$ cat src/rtl/cache_arbiter.sv
// Line-level arbiter between the I-cache and D-cache miss handlers and the
// single physical-memory port. One requester is served at a time; its
// command is registered toward memory and held until pmem_resp, and the
// response is routed back only to the granted side. Contention is resolved
// round-robin so neither the fetch stage nor the MEM stage can starve.
//
// state   | meaning
// --------+-------------------------------------------------------------
// IDLE    | no transfer outstanding; arbitrate between req_i and req_d
// SERVE_I | I-cache line read outstanding on the memory port
// SERVE_D | D-cache line read or writeback outstanding on the memory port

module cache_arbiter #(
  parameter int ADDR_WIDTH = 32,
  parameter int LINE_WIDTH = 256
) (
  input  logic                  clk,
  input  logic                  rst,

  input  logic                  icache_read,
  input  logic [ADDR_WIDTH-1:0] icache_address,
  output logic [LINE_WIDTH-1:0] icache_rdata,
  output logic                  icache_resp,

  input  logic                  dcache_read,
  input  logic                  dcache_write,
  input  logic [ADDR_WIDTH-1:0] dcache_address,
  input  logic [LINE_WIDTH-1:0] dcache_wdata,
  output logic [LINE_WIDTH-1:0] dcache_rdata,
  output logic                  dcache_resp,

  output logic                  pmem_read,
  output logic                  pmem_write,
  output logic [ADDR_WIDTH-1:0] pmem_address,
  output logic [LINE_WIDTH-1:0] pmem_wdata,
  input  logic [LINE_WIDTH-1:0] pmem_rdata,
  input  logic                  pmem_resp
);

  typedef enum logic [1:0] {
    IDLE    = 2'd0,
    SERVE_I = 2'd1,
    SERVE_D = 2'd2
  } state_t;

  localparam logic GRANT_I = 1'b0;
  localparam logic GRANT_D = 1'b1;

  state_t                  state_q,        state_d;
  logic                    last_grant_q,   last_grant_d;
  logic                    pmem_read_q,    pmem_read_d;
  logic                    pmem_write_q,   pmem_write_d;
  logic [ADDR_WIDTH-1:0]   pmem_address_q, pmem_address_d;
  logic [LINE_WIDTH-1:0]   pmem_wdata_q,   pmem_wdata_d;

  logic req_i;
  logic req_d;
  logic grant_i;
  logic grant_d;

  assign req_i = icache_read;
  assign req_d = dcache_read | dcache_write;

  // Round-robin pick: on contention the side that did not win last time goes.
  always_comb begin
    grant_i = 1'b0;
    grant_d = 1'b0;
    if (req_i && req_d) begin
      grant_d = (last_grant_q == GRANT_I);
      grant_i = (last_grant_q == GRANT_D);
    end else begin
      grant_i = req_i;
      grant_d = req_d;
    end
  end

  // Next-state and command capture; commands only change on grant or response.
  always_comb begin
    state_d        = state_q;
    last_grant_d   = last_grant_q;
    pmem_read_d    = pmem_read_q;
    pmem_write_d   = pmem_write_q;
    pmem_address_d = pmem_address_q;
    pmem_wdata_d   = pmem_wdata_q;

    case (state_q)
      IDLE: begin
        if (grant_i) begin
          state_d        = SERVE_I;
          last_grant_d   = GRANT_I;
          pmem_read_d    = 1'b1;
          pmem_write_d   = 1'b0;
          pmem_address_d = icache_address;
          pmem_wdata_d   = '0;
        end else if (grant_d) begin
          state_d        = SERVE_D;
          last_grant_d   = GRANT_D;
          // a writeback wins over a read if the D-cache ever asserts both
          pmem_read_d    = dcache_read & ~dcache_write;
          pmem_write_d   = dcache_write;
          pmem_address_d = dcache_address;
          pmem_wdata_d   = dcache_wdata;
        end
      end

      SERVE_I, SERVE_D: begin
        // requester inputs are deliberately ignored here; only memory ends it
        if (pmem_resp) begin
          state_d      = IDLE;
          pmem_read_d  = 1'b0;
          pmem_write_d = 1'b0;
        end
      end

      default: begin
        state_d      = IDLE;
        pmem_read_d  = 1'b0;
        pmem_write_d = 1'b0;
      end
    endcase
  end

  // State and command registers; reset abandons any outstanding transfer.
  always_ff @(posedge clk or negedge rst) begin
    if (!rst) begin
      state_q        <= IDLE;
      last_grant_q   <= GRANT_I;
      pmem_read_q    <= 1'b0;
      pmem_write_q   <= 1'b0;
      pmem_address_q <= '0;
      pmem_wdata_q   <= '0;
    end else begin
      state_q        <= state_d;
      last_grant_q   <= last_grant_d;
      pmem_read_q    <= pmem_read_d;
      pmem_write_q   <= pmem_write_d;
      pmem_address_q <= pmem_address_d;
      pmem_wdata_q   <= pmem_wdata_d;
    end
  end

  assign pmem_read    = pmem_read_q;
  assign pmem_write   = pmem_write_q;
  assign pmem_address = pmem_address_q;
  assign pmem_wdata   = pmem_wdata_q;

  // Response routing is combinational so the cache sees it in the same cycle.
  always_comb begin
    icache_resp  = (state_q == SERVE_I) && pmem_resp;
    dcache_resp  = (state_q == SERVE_D) && pmem_resp;
    icache_rdata = icache_resp ? pmem_rdata : '0;
    dcache_rdata = dcache_resp ? pmem_rdata : '0;
  end

  a_rd_wr_exclusive: assert property (@(posedge clk) disable iff (!rst)
    !(pmem_read && pmem_write));

  a_dcache_protocol: assert property (@(posedge clk) disable iff (!rst)
    !(dcache_read && dcache_write));

  a_iresp_in_serve_i: assert property (@(posedge clk) disable iff (!rst)
    icache_resp |-> (state_q == SERVE_I));

  a_dresp_in_serve_d: assert property (@(posedge clk) disable iff (!rst)
    dcache_resp |-> (state_q == SERVE_D));

endmodule

$ cat config.mk
export PLATFORM = sky130hd
export DESIGN_NAME = cache_arbiter
export DESIGN_NICKNAME = d
export VERILOG_FILES = /design/src/rtl/cache_arbiter.sv
export SDC_FILE = /design/constraint.sdc
export NUM_CORES = 1
export LEC_CHECK = 0
export ABC_CLOCK_PERIOD_IN_PS = 1560
export BUFFER_PORTS_ARGS = -buffer_cell sky130_fd_sc_hd__buf_2
export CAP_MARGIN = 30
export CORE_AREA = 2 2 534 536
export DETAILED_ROUTE_END_ITERATION = 10
export DIE_AREA = 0 0 536 538
export SYNTH_ARGS = -nofsm -noshare
export SYNTH_HDL_FRONTEND = slang
export SYNTH_SLANG_ARGS = --single-unit
$ cat constraint.sdc
create_clock -name clk -period 1.56 [get_ports clk]
set_clock_uncertainty 0.05 [all_clocks]
set_input_delay 0 -clock clk [delete_from_list [all_inputs] [get_ports clk]]
set_output_delay 0 -clock clk [all_outputs]
set_load 0.02 [all_outputs]
# Word-level counts from Yosys, hierarchy flattened
# Cells that the tools add are included.
# word_totals
regBits	293
output_inout_bits	804
# op_classes
n_eq_ne	4
mux	21
bitwise_logic	4
reduce_logical	8
# ops
cell	count
256-bit 2-to-1 mux	4
32-bit 2-to-1 mux	2
1-bit 2-to-1 mux	9
2-bit 2-to-1 mux	3
1-bit one-hot mux with 2 select lines	2
2-bit one-hot mux with 2 select lines	1
2-bit AND reduction	2
1-bit logical AND	3
3-bit != test, second input constant	1
2-bit by 1-bit == test with 1-bit output, second input constant	1
2-bit == test, second input constant	1
2-bit logical NOT	1
2-bit != test, second input constant	1
1-bit NOT	2
2-bit nonzero test	1
2-bit OR reduction	1
1-bit AND	1
1-bit OR	1

# Longest topological paths before layout
# depth
depth_word	6
mapped_depth	8
mapped_depth_nobuf	5

# Worst setup path before layout
# OpenSTA, ideal clock, no wires.
# synth_path
kind	register to register
from	register state_q[0]
to	register pmem_wdata_q[115], in the netlist pmem_wdata[115]
setup_time_ns	0.066
arrival_ns	1.516
required_ns	1.444
path_slack_ns	-0.073
stages_incl_launch_ff	8
path_buffers	2
period_less_slack_ns	1.633
cell_sequence	dfrtp_1 inv_1 ha_1 o21ai_1 a21oi_2 buf_4 clkbuf_1 a22o_1
# synth_between
elab_chain_len	2
# synth_lines
item	line	text
from (decl)	49	state_t state_q, state_d;
from (signal assigned)	133	state_q <= state_d;
2-bit logical NOT	86	case (state_q)
2-bit AND reduction (no line)	-	
to (signal assigned)	138	pmem_wdata_q <= pmem_wdata_d;
to (decl)	54	logic [LINE_WIDTH-1:0] pmem_wdata_q, pmem_wdata_d;
# Every way passes these cells.
# A chain may end at the register's enable or synchronous reset.

# Worst setup path in the final report
# layout_path
from	register state_q[0]
to	output port icache_rdata[180]
# layout_between
elab_chain_len	3
# layout_lines
item	line	text
2-bit by 1-bit == test with 1-bit output	149	icache_resp = (state_q == SERVE_I) && pmem_resp;
1-bit logical AND	149	
256-bit 2-to-1 mux	151	icache_rdata = icache_resp ? pmem_rdata : '0;
to (decl)	22	output logic [LINE_WIDTH-1:0] icache_rdata,
# Every way passes these cells.

==> results by stage <==
Worst setup path:
- The type of the setup path with the least slack is flip-flop to output port.
- The worst setup path is captured at an output port.
- On the worst path, the slowest cell contributes a delay of 0.40 ns.
- STA puts the critical path data required time at 1.51 ns.
- Along the worst path, the maximum fanout reaches 9.
- Counting both buffers and inverters, the worst setup path holds a total of 6.
- The kind of cell adding the most delay to the critical path is buffers and inverters.
- On the critical path, the stage with the largest delay is an instance of dfrtp_1.
- STA puts the critical path data arrival time at 2.32 ns.
- Traced cell by cell, the critical path runs through buf_6, ha_4, buf_12, buf_16, buf_12, buf_16, and3_1, buf_6.
- The critical path startpoint category is a flip-flop.

Place:
- Routability-driven placement finished with a final weighted congestion of 0.978.
- In this run the tool buffered the top-level ports with ~1400 buffer cells.
- After legalization and detailed placement, the total HPWL measured 195000 um.

Logic synthesis:
- The synthesized net count is between 1500 and 2000.
- Synthesis produced 1331 cells.
- Counting flops and latches in the post-synthesis netlist gives 293.
- The mean cell area of the mapped netlist is about 11 um2.
- The sequential cell area fraction in the yosys report is around half.
- For this run, the number of Yosys warnings is 0.
- Synthesis instantiated 22 different standard cells from the library.
- The synthesized netlist occupies a cell area of 0.0144 mm2.

Clock network:
- Counting every sink on the clock net gives around 300.
- The number of buffers created by CTS is 31.
- The clock insertion delay at the later pin of the skew report is about 0.67 ns.
- The post-CTS clock slew at the launch and capture registers of the worst setup and hold paths is roughly 0.060 ns.
- The maximum root-to-sink buffer count is 3.
- The number of levels the H-tree was split into is 1.
- TritonCTS built the clock tree.
- The CTS root buffer is clkbuf_16.

STA:
- The count of pins over their slew limit came to 0.
- The worst-case headroom to the max-slew limit is approximately 67%.
- Setup repair after global routing could not meet its margin everywhere.
- Setup violations remaining at the end of the flow were counted as 807.
- In the finished design, the share of the clock period the worst path needs comes to 152%.
- The final hold violation count is 0.
- The clock period minus final worst setup slack is between 2 and 2.5 ns.
- In the post-route analysis, the smallest setup slack over all paths is -0.812 ns.
- The worst hold slack across all endpoints is 0.0340 ns.
- The final-layout setup total negative slack is -424.65 ns.
- The achievable clock frequency is 422 MHz.
- The slew at the pin with the worst max-slew slack is between 0.5 and 0.6 ns.

Global routing:
- The first global-routing pass estimated approximately 260000 um of wire.
- The initial antenna violation count was 196.
- The global router's overall resource usage is 14.3%.
- The via count of the first global-routing pass came to 19800.
- Entering global routing, the biggest net connects 71 pins.
- The aggregate global routing overflow is 0.

Route:
- After the first detailed-routing iteration, the DRC count stood at 1859.
- The average detailed-routed wire length per instance is 31.9 um.
- The detailed router placed between 20000 and 25000 vias in this run.
- After detailed routing, the number of vias per cell comes to 3.00.
- The count of unresolved DRC violations after routing is 0.
- The number of search-and-repair iterations in the first detailed-routing pass is 11.
- The count of nets left with antenna violations after detail routing is 0.
- Summed over all layers, the routed wires come to 222000 um.

Floorplan:
- In this run the count of I/O pins placed on the die edge is 1386.
- The floorplan step defined a die boundary enclosing around 0.29 mm2.
- The chip width is between 500 and 600 um.
- The effective utilization at floorplan is 5.09%.
- The floorplan row count is 196.
- The total area inside the core boundary comes to 0.283 mm2.
- In this run the vertical extent of the chip is 538 um.

Layout:
- The area of the multi-input gates is around 0.0066 mm2.
- The layout-stage area growth over the synthesis result is 140%.
- The number of nets in the finished design is between 3000 and 4000.
- The top cell types in the final layout, fill and taps aside, are 1187 x buf_2, 428 x and3_1, 377 x dlygate4sd3_1.
- The share of post-route cells with drive strength above 1 is 53.8%.
- Across the whole layout, storage elements account for 0.00733 mm2.
- The filler cells instantiated in the layout total roughly 32000.
- The commonest non-fill, non-tap cell in the layout is buf_2.

Min path:
- The path class of the tightest hold or removal check is input pin to flip-flop.

Pwr:
- The total power consumption of the routed design is 56.0 mW.
- The analysis attributes to cell leakage a power of 17.8 nW.
- The power per standard cell area is 1620 mW/mm2.
- The worst supply voltage drop on vdd is around 860 uV.

Run status:
- The flow ran to the end, but the final reports show violations.
- The final reports fail on setup timing.

Flow run:
- Across the run, the number of max-cap violations was 0.
-- registers in the layout (all words and copies together) (netlist names) --
| register | flops |
|---|---|
| pmem_write | 1 |
| state_q | 2 |
| last_grant_q | 1 |
| pmem_address | 32 |
| pmem_wdata | 256 |
| pmem_read | 1 |
-- cell usage after synthesis, drive strengths merged --
cell | instances | area share, %
o31a | 1 | 0.061
inv | 5 | 0.13
or2 | 1 | 0.043
buf | 61 | 3.3
and2 | 2 | 0.087
nand2 | 1 | 0.026
nor3 | 1 | 0.035
dfrtp | 293 | 51
nor2b | 33 | 1.4
a21o | 2 | 0.10
a32o | 2 | 0.14
ha | 3 | 0.26
and3 | 512 | 22
o21ai | 2 | 0.15
a21oi | 4 | 0.19
a221o | 32 | 2.2
clkbuf | 118 | 3.1
a22o | 258 | 16
-- cell families (layout without fill, tap and decap cells) --
family                     count (synthesis)  after routing  share of synthesized area (%)
buffers and inverters                    184           1977                           6.48
AOI/OAI and AO/OA                        301            301                           18.5
other                                      0             86                              0
and+or+nand+nor                          550            550                           23.8
adders and majority gates                  3              3                          0.260
DFF                                      293            293                           50.9
-- path summary, 6_finish.rpt --
check / from / to / slack, ns / depth (start not counted)
worst max-delay path: state_q[0] / icache_rdata[180] / -0.81 / 8
worst min-delay path: dcache_wdata[74] / pmem_wdata[74] / 0.03 / 3
worst max register to register: state_q[1] / pmem_wdata[164] / -0.37 / 8
worst min register to register: pmem_wdata[207] / pmem_wdata[207] / 0.45 / 1
max in group asynchronous: rst / pmem_wdata[245] / 0.57 / 5
min in group asynchronous: rst / pmem_wdata[93] / 0.47 / 4
-- final cells by class --
cell class                      instances  share of cell area (%)
Clock inverter                         13                   0.674
Clock buffer                           44                    2.56
Antenna cell                           86                   0.623
Tap cell                             3762                    13.6
Timing Repair Buffer                 1915                    42.1
Inverter                                5                  0.0543
Sequential cell                       293                    21.2
Multi-Input combinational cell        854                    19.1
-- where the power goes --
group	switching [mW]	internal (mW)
Clock	3.46	4.79
Sequential	2.02	10.7
Combinational	22.9	12.1
-- metal layers --
layer  share of wire, %  track usage [%]  vias up
met4                5.7             7.27       36
met1                 34             14.2     9954
met3                 16             9.86      469
li1                   -                -     8730
met2                 44             22.3     1737
met5               0.32             1.15        -
-- metrics by stage --
step | cells | utilization [%] | setup WS (ns) | instance area, um2
after floorplan | 1331 | - | 0.0200 | 14400
after global placement | 6421 | 9.84 | -0.405 | 27900
after detailed placement | 6421 | 9.84 | -0.426 | 27900
after CTS | 6872 | 11.9 | -0.895 | 33700
after global routing | 6940 | 12.2 | -0.862 | 34500
final | 6972 | 12.2 | -0.812 | 34500
-- tightest hold or removal path, delay by kind of cell --
family / cells / cell delay (ns)
buf+inv: 2 / 0.60
compound gates: 1 / 0.11
-- timing repair --
action,CTS,global route
pin swaps,1,4
buffers inserted,9,8
cloned,7,7
endpoints found under the setup margin,819,816
hold endpoints to repair,586,0
gates resized for setup,168,126
hold buffers,378,0
No activity file was read; power rests on OpenSTA's default activity.
